--- src/rtl/pacman_motion_ctrl.sv ---
// pacman_motion_ctrl
//   Per-frame motion and animation sequencer for the Pac-Man sprite. On each
//   frame_tick it picks a direction from the joystick and checks the two
//   leading-edge corners of the candidate sprite box against the tile map.
//   If the requested direction is blocked, it falls back to the current
//   direction. When a move is legal, it updates the sprite origin and the
//   mouth animation.
// Ports:
//   clk, rst_n            clock, synchronous active-low reset
//   frame_tick            one-cycle start-of-vblank pulse
//   dir_btn[3:0]          {down,up,left,right} joystick levels
//   wall_req/tx/ty        tile-map lookup request and tile coordinates
//   wall_ack/wall_hit     lookup completion and result (same cycle)
//   pac_x/pac_y           sprite origin
//   mouth_state           1 = open mouth
//   cur_dir               0 right, 1 left, 2 up, 3 down
//   busy                  high while a frame sequence is in progress
//   move_done             one-cycle pulse at the end of each frame sequence
module pacman_motion_ctrl #(
  parameter int SPRITE_SIZE  = 8,
  parameter int TILE_SHIFT   = 3,
  parameter int STEP         = 1,
  parameter int X_MAX        = 1912,
  parameter int Y_MAX        = 1072,
  parameter int START_X      = 8,
  parameter int START_Y      = 8,
  parameter int MOUTH_PERIOD = 8
) (
  input  logic        clk,
  input  logic        rst_n,
  input  logic        frame_tick,
  input  logic [3:0]  dir_btn,
  output logic        wall_req,
  output logic [8:0]  wall_tx,
  output logic [8:0]  wall_ty,
  input  logic        wall_ack,
  input  logic        wall_hit,
  output logic [11:0] pac_x,
  output logic [11:0] pac_y,
  output logic        mouth_state,
  output logic [1:0]  cur_dir,
  output logic        busy,
  output logic        move_done
);

  localparam int CNT_W = (MOUTH_PERIOD > 1) ? $clog2(MOUTH_PERIOD) : 1;
  localparam logic [CNT_W-1:0] CNT_LAST = CNT_W'(MOUTH_PERIOD - 1);
  localparam logic [12:0] STEP_W  = 13'(STEP);
  localparam logic [12:0] SIZE_M1 = 13'(SPRITE_SIZE - 1);
  localparam logic [12:0] XMAX_W  = 13'(X_MAX);
  localparam logic [12:0] YMAX_W  = 13'(Y_MAX);

  typedef enum logic [2:0] {
    ST_IDLE, ST_TRY_A, ST_TRY_B, ST_CUR_A, ST_CUR_B, ST_UPDATE, ST_DONE
  } state_e;

  typedef struct packed {
    logic        oob;
    logic [12:0] nx;
    logic [12:0] ny;
  } cand_t;

  // Joystick priority: right > left > up > down; no button keeps the current direction.
  function automatic logic [1:0] pick_dir(input logic [3:0] btn, input logic [1:0] dflt);
    logic [1:0] d;
    d = dflt;
    if (btn[0])      d = 2'd0;
    else if (btn[1]) d = 2'd1;
    else if (btn[2]) d = 2'd2;
    else if (btn[3]) d = 2'd3;
    else             d = dflt;
    return d;
  endfunction

  // Candidate origin one STEP along dir. The 13th bit absorbs underflow,
  // so a move past the left or top edge is flagged by comparison before subtracting.
  function automatic cand_t calc_cand(input logic [1:0] dir, input logic [11:0] px,
                                      input logic [11:0] py);
    cand_t c;
    c.nx  = {1'b0, px};
    c.ny  = {1'b0, py};
    c.oob = 1'b0;
    case (dir)
      2'd0: begin c.nx = {1'b0, px} + STEP_W; c.oob = (c.nx > XMAX_W); end
      2'd1: begin c.nx = {1'b0, px} - STEP_W; c.oob = ({1'b0, px} < STEP_W); end
      2'd2: begin c.ny = {1'b0, py} - STEP_W; c.oob = ({1'b0, py} < STEP_W); end
      2'd3: begin c.ny = {1'b0, py} + STEP_W; c.oob = (c.ny > YMAX_W); end
      default: c.oob = 1'b1;
    endcase
    return c;
  endfunction

  // Tile coordinates {tx,ty} of leading-edge corner A (sel_b=0) or B (sel_b=1).
  function automatic logic [17:0] corner_tiles(input logic [1:0] dir, input logic [12:0] nx,
                                               input logic [12:0] ny, input logic sel_b);
    logic [12:0] cx;
    logic [12:0] cy;
    cx = nx;
    cy = ny;
    case (dir)
      2'd0: begin cx = nx + SIZE_M1; cy = sel_b ? ny + SIZE_M1 : ny; end
      2'd1: begin cx = nx;           cy = sel_b ? ny + SIZE_M1 : ny; end
      2'd2: begin cy = ny;           cx = sel_b ? nx + SIZE_M1 : nx; end
      2'd3: begin cy = ny + SIZE_M1; cx = sel_b ? nx + SIZE_M1 : nx; end
      default: begin cx = nx; cy = ny; end
    endcase
    return {9'(cx >> TILE_SHIFT), 9'(cy >> TILE_SHIFT)};
  endfunction

  state_e           state_q, state_d;
  logic [1:0]       req_dir_q, req_dir_d;
  logic [1:0]       cur_dir_q, cur_dir_d;
  logic [11:0]      pac_x_q, pac_x_d, pac_y_q, pac_y_d;
  logic             mouth_q, mouth_d;
  logic [CNT_W-1:0] cnt_q, cnt_d;
  logic             wall_req_q, wall_req_d;
  logic [8:0]       wall_tx_q, wall_tx_d, wall_ty_q, wall_ty_d;
  logic             busy_q, busy_d;
  logic             move_done_q, move_done_d;

  logic        is_try_s;
  logic        sel_b_s;
  logic [1:0]  q_dir_s;
  cand_t       q_cand_s;
  logic [17:0] q_tiles_s;
  state_e      fail_state_s;

  // State and output registers with synchronous reset.
  always_ff @(posedge clk) begin
    if (!rst_n) begin
      state_q     <= ST_IDLE;
      req_dir_q   <= 2'd0;
      cur_dir_q   <= 2'd0;
      pac_x_q     <= 12'(START_X);
      pac_y_q     <= 12'(START_Y);
      mouth_q     <= 1'b1;
      cnt_q       <= '0;
      wall_req_q  <= 1'b0;
      wall_tx_q   <= 9'd0;
      wall_ty_q   <= 9'd0;
      busy_q      <= 1'b0;
      move_done_q <= 1'b0;
    end else begin
      state_q     <= state_d;
      req_dir_q   <= req_dir_d;
      cur_dir_q   <= cur_dir_d;
      pac_x_q     <= pac_x_d;
      pac_y_q     <= pac_y_d;
      mouth_q     <= mouth_d;
      cnt_q       <= cnt_d;
      wall_req_q  <= wall_req_d;
      wall_tx_q   <= wall_tx_d;
      wall_ty_q   <= wall_ty_d;
      busy_q      <= busy_d;
      move_done_q <= move_done_d;
    end
  end

  // Next-state logic: lookup sequencing, fallback to the current direction, and position/mouth update.
  always_comb begin
    state_d    = state_q;
    req_dir_d  = req_dir_q;
    cur_dir_d  = cur_dir_q;
    pac_x_d    = pac_x_q;
    pac_y_d    = pac_y_q;
    mouth_d    = mouth_q;
    cnt_d      = cnt_q;
    wall_req_d = wall_req_q;
    wall_tx_d  = wall_tx_q;
    wall_ty_d  = wall_ty_q;

    is_try_s     = (state_q == ST_TRY_A) || (state_q == ST_TRY_B);
    sel_b_s      = (state_q == ST_TRY_B) || (state_q == ST_CUR_B);
    q_dir_s      = is_try_s ? req_dir_q : cur_dir_q;
    q_cand_s     = calc_cand(q_dir_s, pac_x_q, pac_y_q);
    q_tiles_s    = corner_tiles(q_dir_s, q_cand_s.nx, q_cand_s.ny, sel_b_s);
    fail_state_s = is_try_s ? ST_CUR_A : ST_DONE;

    case (state_q)
      ST_IDLE: begin
        if (frame_tick) begin
          req_dir_d = pick_dir(dir_btn, cur_dir_q);
          state_d   = (req_dir_d == cur_dir_q) ? ST_CUR_A : ST_TRY_A;
        end else begin
          state_d = ST_IDLE;
        end
      end
      ST_TRY_A, ST_TRY_B, ST_CUR_A, ST_CUR_B: begin
        // Each query state enters with wall_req low. It first issues the request,
        // then waits for the ack. An off-screen candidate skips the lookup.
        if (!wall_req_q) begin
          if (q_cand_s.oob) begin
            state_d = fail_state_s;
          end else begin
            wall_req_d = 1'b1;
            wall_tx_d  = q_tiles_s[17:9];
            wall_ty_d  = q_tiles_s[8:0];
          end
        end else if (wall_ack) begin
          wall_req_d = 1'b0;
          if (wall_hit) begin
            state_d = fail_state_s;
          end else if (state_q == ST_TRY_A) begin
            state_d = ST_TRY_B;
          end else if (state_q == ST_TRY_B) begin
            cur_dir_d = req_dir_q;
            state_d   = ST_UPDATE;
          end else if (state_q == ST_CUR_A) begin
            state_d = ST_CUR_B;
          end else begin
            state_d = ST_UPDATE;
          end
        end else begin
          state_d = state_q;
        end
      end
      ST_UPDATE: begin
        // cur_dir is already committed here, so the candidate is for cur_dir.
        pac_x_d = 12'(q_cand_s.nx);
        pac_y_d = 12'(q_cand_s.ny);
        if (cnt_q == CNT_LAST) begin
          cnt_d   = '0;
          mouth_d = ~mouth_q;
        end else begin
          cnt_d = cnt_q + 1'b1;
        end
        state_d = ST_DONE;
      end
      ST_DONE: state_d = ST_IDLE;
      default: state_d = ST_IDLE;
    endcase

    move_done_d = (state_d == ST_DONE);
    busy_d      = (state_d != ST_IDLE);
  end

  assign wall_req    = wall_req_q;
  assign wall_tx     = wall_tx_q;
  assign wall_ty     = wall_ty_q;
  assign pac_x       = pac_x_q;
  assign pac_y       = pac_y_q;
  assign mouth_state = mouth_q;
  assign cur_dir     = cur_dir_q;
  assign busy        = busy_q;
  assign move_done   = move_done_q;

endmodule
--- config.mk ---
export PLATFORM = sky130hd
export DESIGN_NAME = pacman_motion_ctrl
export DESIGN_NICKNAME = d
export VERILOG_FILES = /design/src/rtl/pacman_motion_ctrl.sv
export SDC_FILE = /design/constraint.sdc
export NUM_CORES = 1
export LEC_CHECK = 0
export ABC_AREA = 1
export ABC_CLOCK_PERIOD_IN_PS = 2300
export BUFFER_PORTS_ARGS = -buffer_cell sky130_fd_sc_hd__clkbuf_2
export CORE_MARGIN = 2
export CORE_UTILIZATION = 54
export CTS_BUF_LIST = sky130_fd_sc_hd__clkbuf_4 sky130_fd_sc_hd__clkbuf_8 sky130_fd_sc_hd__clkbuf_16
export CTS_CLUSTER_SIZE = 8
export DETAILED_ROUTE_END_ITERATION = 6
export PLACE_DENSITY = 0.78
export SYNTH_ARGS = -nofsm -noshare
export SYNTH_HDL_FRONTEND = slang
export SYNTH_SLANG_ARGS = --single-unit
--- constraint.sdc ---
create_clock -name clk -period 2.3 [get_ports clk]
set_clock_uncertainty 0.2 [all_clocks]
set_input_delay 0.23 -clock clk [delete_from_list [all_inputs] [get_ports clk]]
set_output_delay 0.23 -clock clk [all_outputs]
set_load 0.01 [all_outputs]
==> results.yml <==
drt:
  detail_route.first_pass.iterations: 7
  dr.first_iter.drc_count: 717
  drt-vias-per-instance: 5.981
  wirelength_mm: 19.17
  wire_per_inst_um: 17.80
  dr_total_vias: 6442
  antenna_left: 0
  drc: 0
power_and_ir_drop:
  power_per_cell_area_nw_per_um2: 1785
  total_leakage_power_nw: 3.431
  vdd_ir_drop_max_uv: 995.9
yosys:
  postSynthCellCount: 759
  yosysSeqAreaShare_pct: 24.05
  syn_area_um2: 4662
  net_count_after_synthesis: 774
  post_synth_num_cell_types: 49
  yosys_warnings: 0
  syn_avg_cell_area_um2: 6.142
  ys_ff_latch: 56
finish:
  register_area_um2: 1145
  postLayoutCoreUtil_pct: 85.96
  stdcell_count: 1077
  multi_input_comb_area_um2: 3660
  antenna_cells_inserted: 0
  fill_cells: 475
  layout-area-overhead-vs-synth_pct: 53.03
  final_net_count: 986
  most-common-layout-cells: "154 x sky130_fd_sc_hd__buf_4, 149 x sky130_fd_sc_hd__nand2_1, 68 x sky130_fd_sc_hd__nor2_1"
  post_route_cells_drive_above_1_share_pct: 45.16
  most_common_library_cell_in_the_layout_ignoring_fill_and_taps: "sky130_fd_sc_hd__buf_4"
critical_path:
  worstSetupEndpointType: "flop"
  cp-start-kind: "flop"
  cp.arrival_ns: 2.69
  setup.worst_path.class: "flop to flop"
  worst-path-max-fanout: 6
  cp_data_required_time_ns: 2.36
floorplanning:
  fp.dieW_um: 96.92
  initial_core_util_pct: 56.17
  fp.dieArea_um2: 9393
  number_of_rows_created_at_floorplan: 33
  core_area_um2: 8299
  top_level_ports: 57
  dieHeight_um: 96.92
grt:
  grt_use_met2_pct: 58.33
  global_router_s_overall_resource_usage_pct: 35.07
  grt_pass1_vias: 5843
  largest_net_degree_at_the_start_of_global_routing: 45
  grt_overflow: 0
  met3_usage_pct: 4.408
  top_usage_layer: "met2"
  met1_usage_pct: 46.46
  antenna_found_initial: 0
  grt_first_pass_wirelength_mm: 27.59
placed_design:
  placedCellCount: 1035
  port-buffer-count: 56
  routabilityCongestion: 0.9659
  dp_hpwl_mm: 11.93
timing:
  setup_viol_count_final: 23
  final_period_minus_worst_setup_slack_ns: 2.630
  relSlewSlack_pct: 52.78
  worst_pin_slew_ns: 0.7018
  timing_max_transition_violations_final: 0
  final.hold.worst_slack_ns: 0.05558
  timing.final.crit_share_pct: 114.3
  grt_setup_unrepaired: "yes"
  final_hold_viol_count: 0
  clock.fmax_mhz: 380.3
  worst_slack_ns: -0.3296
outcome:
  violations: "setup timing"
  result_of_the_run: "finished with violations"
clocking:
  cts-htree-levels: 2
  cts_hold_buffers: 0
  cts_tree: "built"
  clock_sink_count: 56
  tritoncts.num_buffers: 5
  worstSkewPairLatency_ns: 0.33
  clock_tree.root_cell: "sky130_fd_sc_hd__clkbuf_8"
  clockBufferDepth: 2
  clkTransAtPathRegs_ns: 0.11
flow_run:
  max-cap-violations: 0
worst_hold_path:
  holdCritPathClass: "primary input to flop"
==> synthesized netlist by cell type, drive strengths merged <==
library cell / number / area (µm²)
o221ai: 2 / 17.52
nor2: 110 / 479.2
o21bai: 1 / 7.510
nand2: 194 / 820.8
a31oi: 2 / 12.51
a21oi: 54 / 292.8
clkbuf: 13 / 50.04
o311ai: 1 / 8.760
inv: 85 / 319.0
xnor2: 1 / 8.760
o21ai: 68 / 347.8
o21a: 1 / 7.510
nor4: 1 / 6.260
o31ai: 1 / 7.510
clkinv: 4 / 16.26
nor3: 16 / 96.35
nand3b: 5 / 41.29
ha: 6 / 75.07
nand4: 8 / 50.05
o211ai: 3 / 22.52
xor2: 20 / 175.2
o22ai: 4 / 25.02
buf: 15 / 128.9
nand3: 83 / 485.5
a211oi: 2 / 15.01
a22oi: 1 / 7.510
and2: 1 / 6.260
dfxtp: 56 / 1121
o211a: 1 / 10.01
==> report_power, final <==
part / switching, mW / leakage [nW] / internal, mW
Sequential: 0.200 / 0.460 / 1.19
Combinational: 6.08 / 2.92 / 4.67
Clock: 0.358 / 0.0510 / 0.242
Total: 6.64 / 3.43 / 6.10
==> cell type report <==
class	instances	share of cell area, %
Clock buffer	6	1.157
Timing Repair Buffer	233	24.59
Sequential cell	56	16.05
Tap cell	105	1.841
Inverter	89	4.928
Clock inverter	2	0.1403
Multi-Input combinational cell	586	51.30
==> worst max-delay path, stage by stage, from the launching register on <==
cell	delay (ns)
sky130_fd_sc_hd__dfxtp_4	0.38
sky130_fd_sc_hd__inv_4	0.08
sky130_fd_sc_hd__ha_4	0.14
sky130_fd_sc_hd__inv_2	0.04
sky130_fd_sc_hd__nor2_4	0.15
sky130_fd_sc_hd__nand2_1	0.08
sky130_fd_sc_hd__xor2_1	0.24
sky130_fd_sc_hd__nand3b_1	0.17
sky130_fd_sc_hd__nand3b_1	0.16
sky130_fd_sc_hd__nor2_4	0.15
sky130_fd_sc_hd__nand3_2	0.11
sky130_fd_sc_hd__nor2_4	0.21
sky130_fd_sc_hd__nand3_4	0.14
sky130_fd_sc_hd__o21ai_2	0.07
sky130_fd_sc_hd__nand2_1	0.09
sky130_fd_sc_hd__a21oi_2	0.14
==> cells by family after synthesis <==
group                    count (synthesis)  synth area share, %
XOR/XNOR                                21                3.945
flip-flops                              56                24.05
adder cells (fa/ha/maj)                  6                1.610
buffers and inverters                  117                11.03
AND/OR/NAND/NOR                        418                42.59
AO/OA/AOI/OAI                          141                16.77
==> per-stage QoR <==
step | power [mW] | setup TNS (ns) | setup WS [ns] | area, µm²
3_3_place_gp | 8.892 | -2.426 | -0.1518 | 6033
6_report | 12.73 | -4.399 | -0.3296 | 7134
5_1_grt | 13.31 | -7.415 | -0.4122 | 7134
3_5_place_dp | 9.090 | -3.890 | -0.2492 | 6033
2_1_floorplan | 5.989 | 0 | 0.001104 | 4672
4_1_cts | 11.05 | -2.149 | -0.1504 | 6686
==> state kept, by name (all words and copies together) (netlist names) <==
register / cells
state_q: 3
pac_y: 12
pac_x: 12
req_dir_q: 2
busy: 1
wall_tx: 9
cnt_q: 3
mouth_state: 1
wall_ty: 9
cur_dir: 2
wall_req: 1
move_done: 1
==> per-layer routing <==
metal  vias up  part of all wire (%)
met1      2947                    37
met2       485                    48
met5         -                     0
met4         0                   4.7
met3       113                    10
li1       2897                     -
==> what timing repair did <==
action,4_1_cts,5_1_grt
resized for setup,100,111
endpoints found under the setup margin,24,28
setup buffers,26,11
gates cloned,1,0
pin swaps,40,50
==> worst paths after layout <==
kind	startpoint	to	slack, ns	depth (start not counted)
worst max-delay path	pac_y[0]	wall_ty[7]	-0.33	15
worst min-delay path	dir_btn[0]	req_dir_q[1]	0.06	4
worst max register to register	pac_y[0]	wall_ty[7]	-0.33	15
worst min register to register	mouth_state	mouth_state	0.29	1
(Power assumes the default switching activity.)
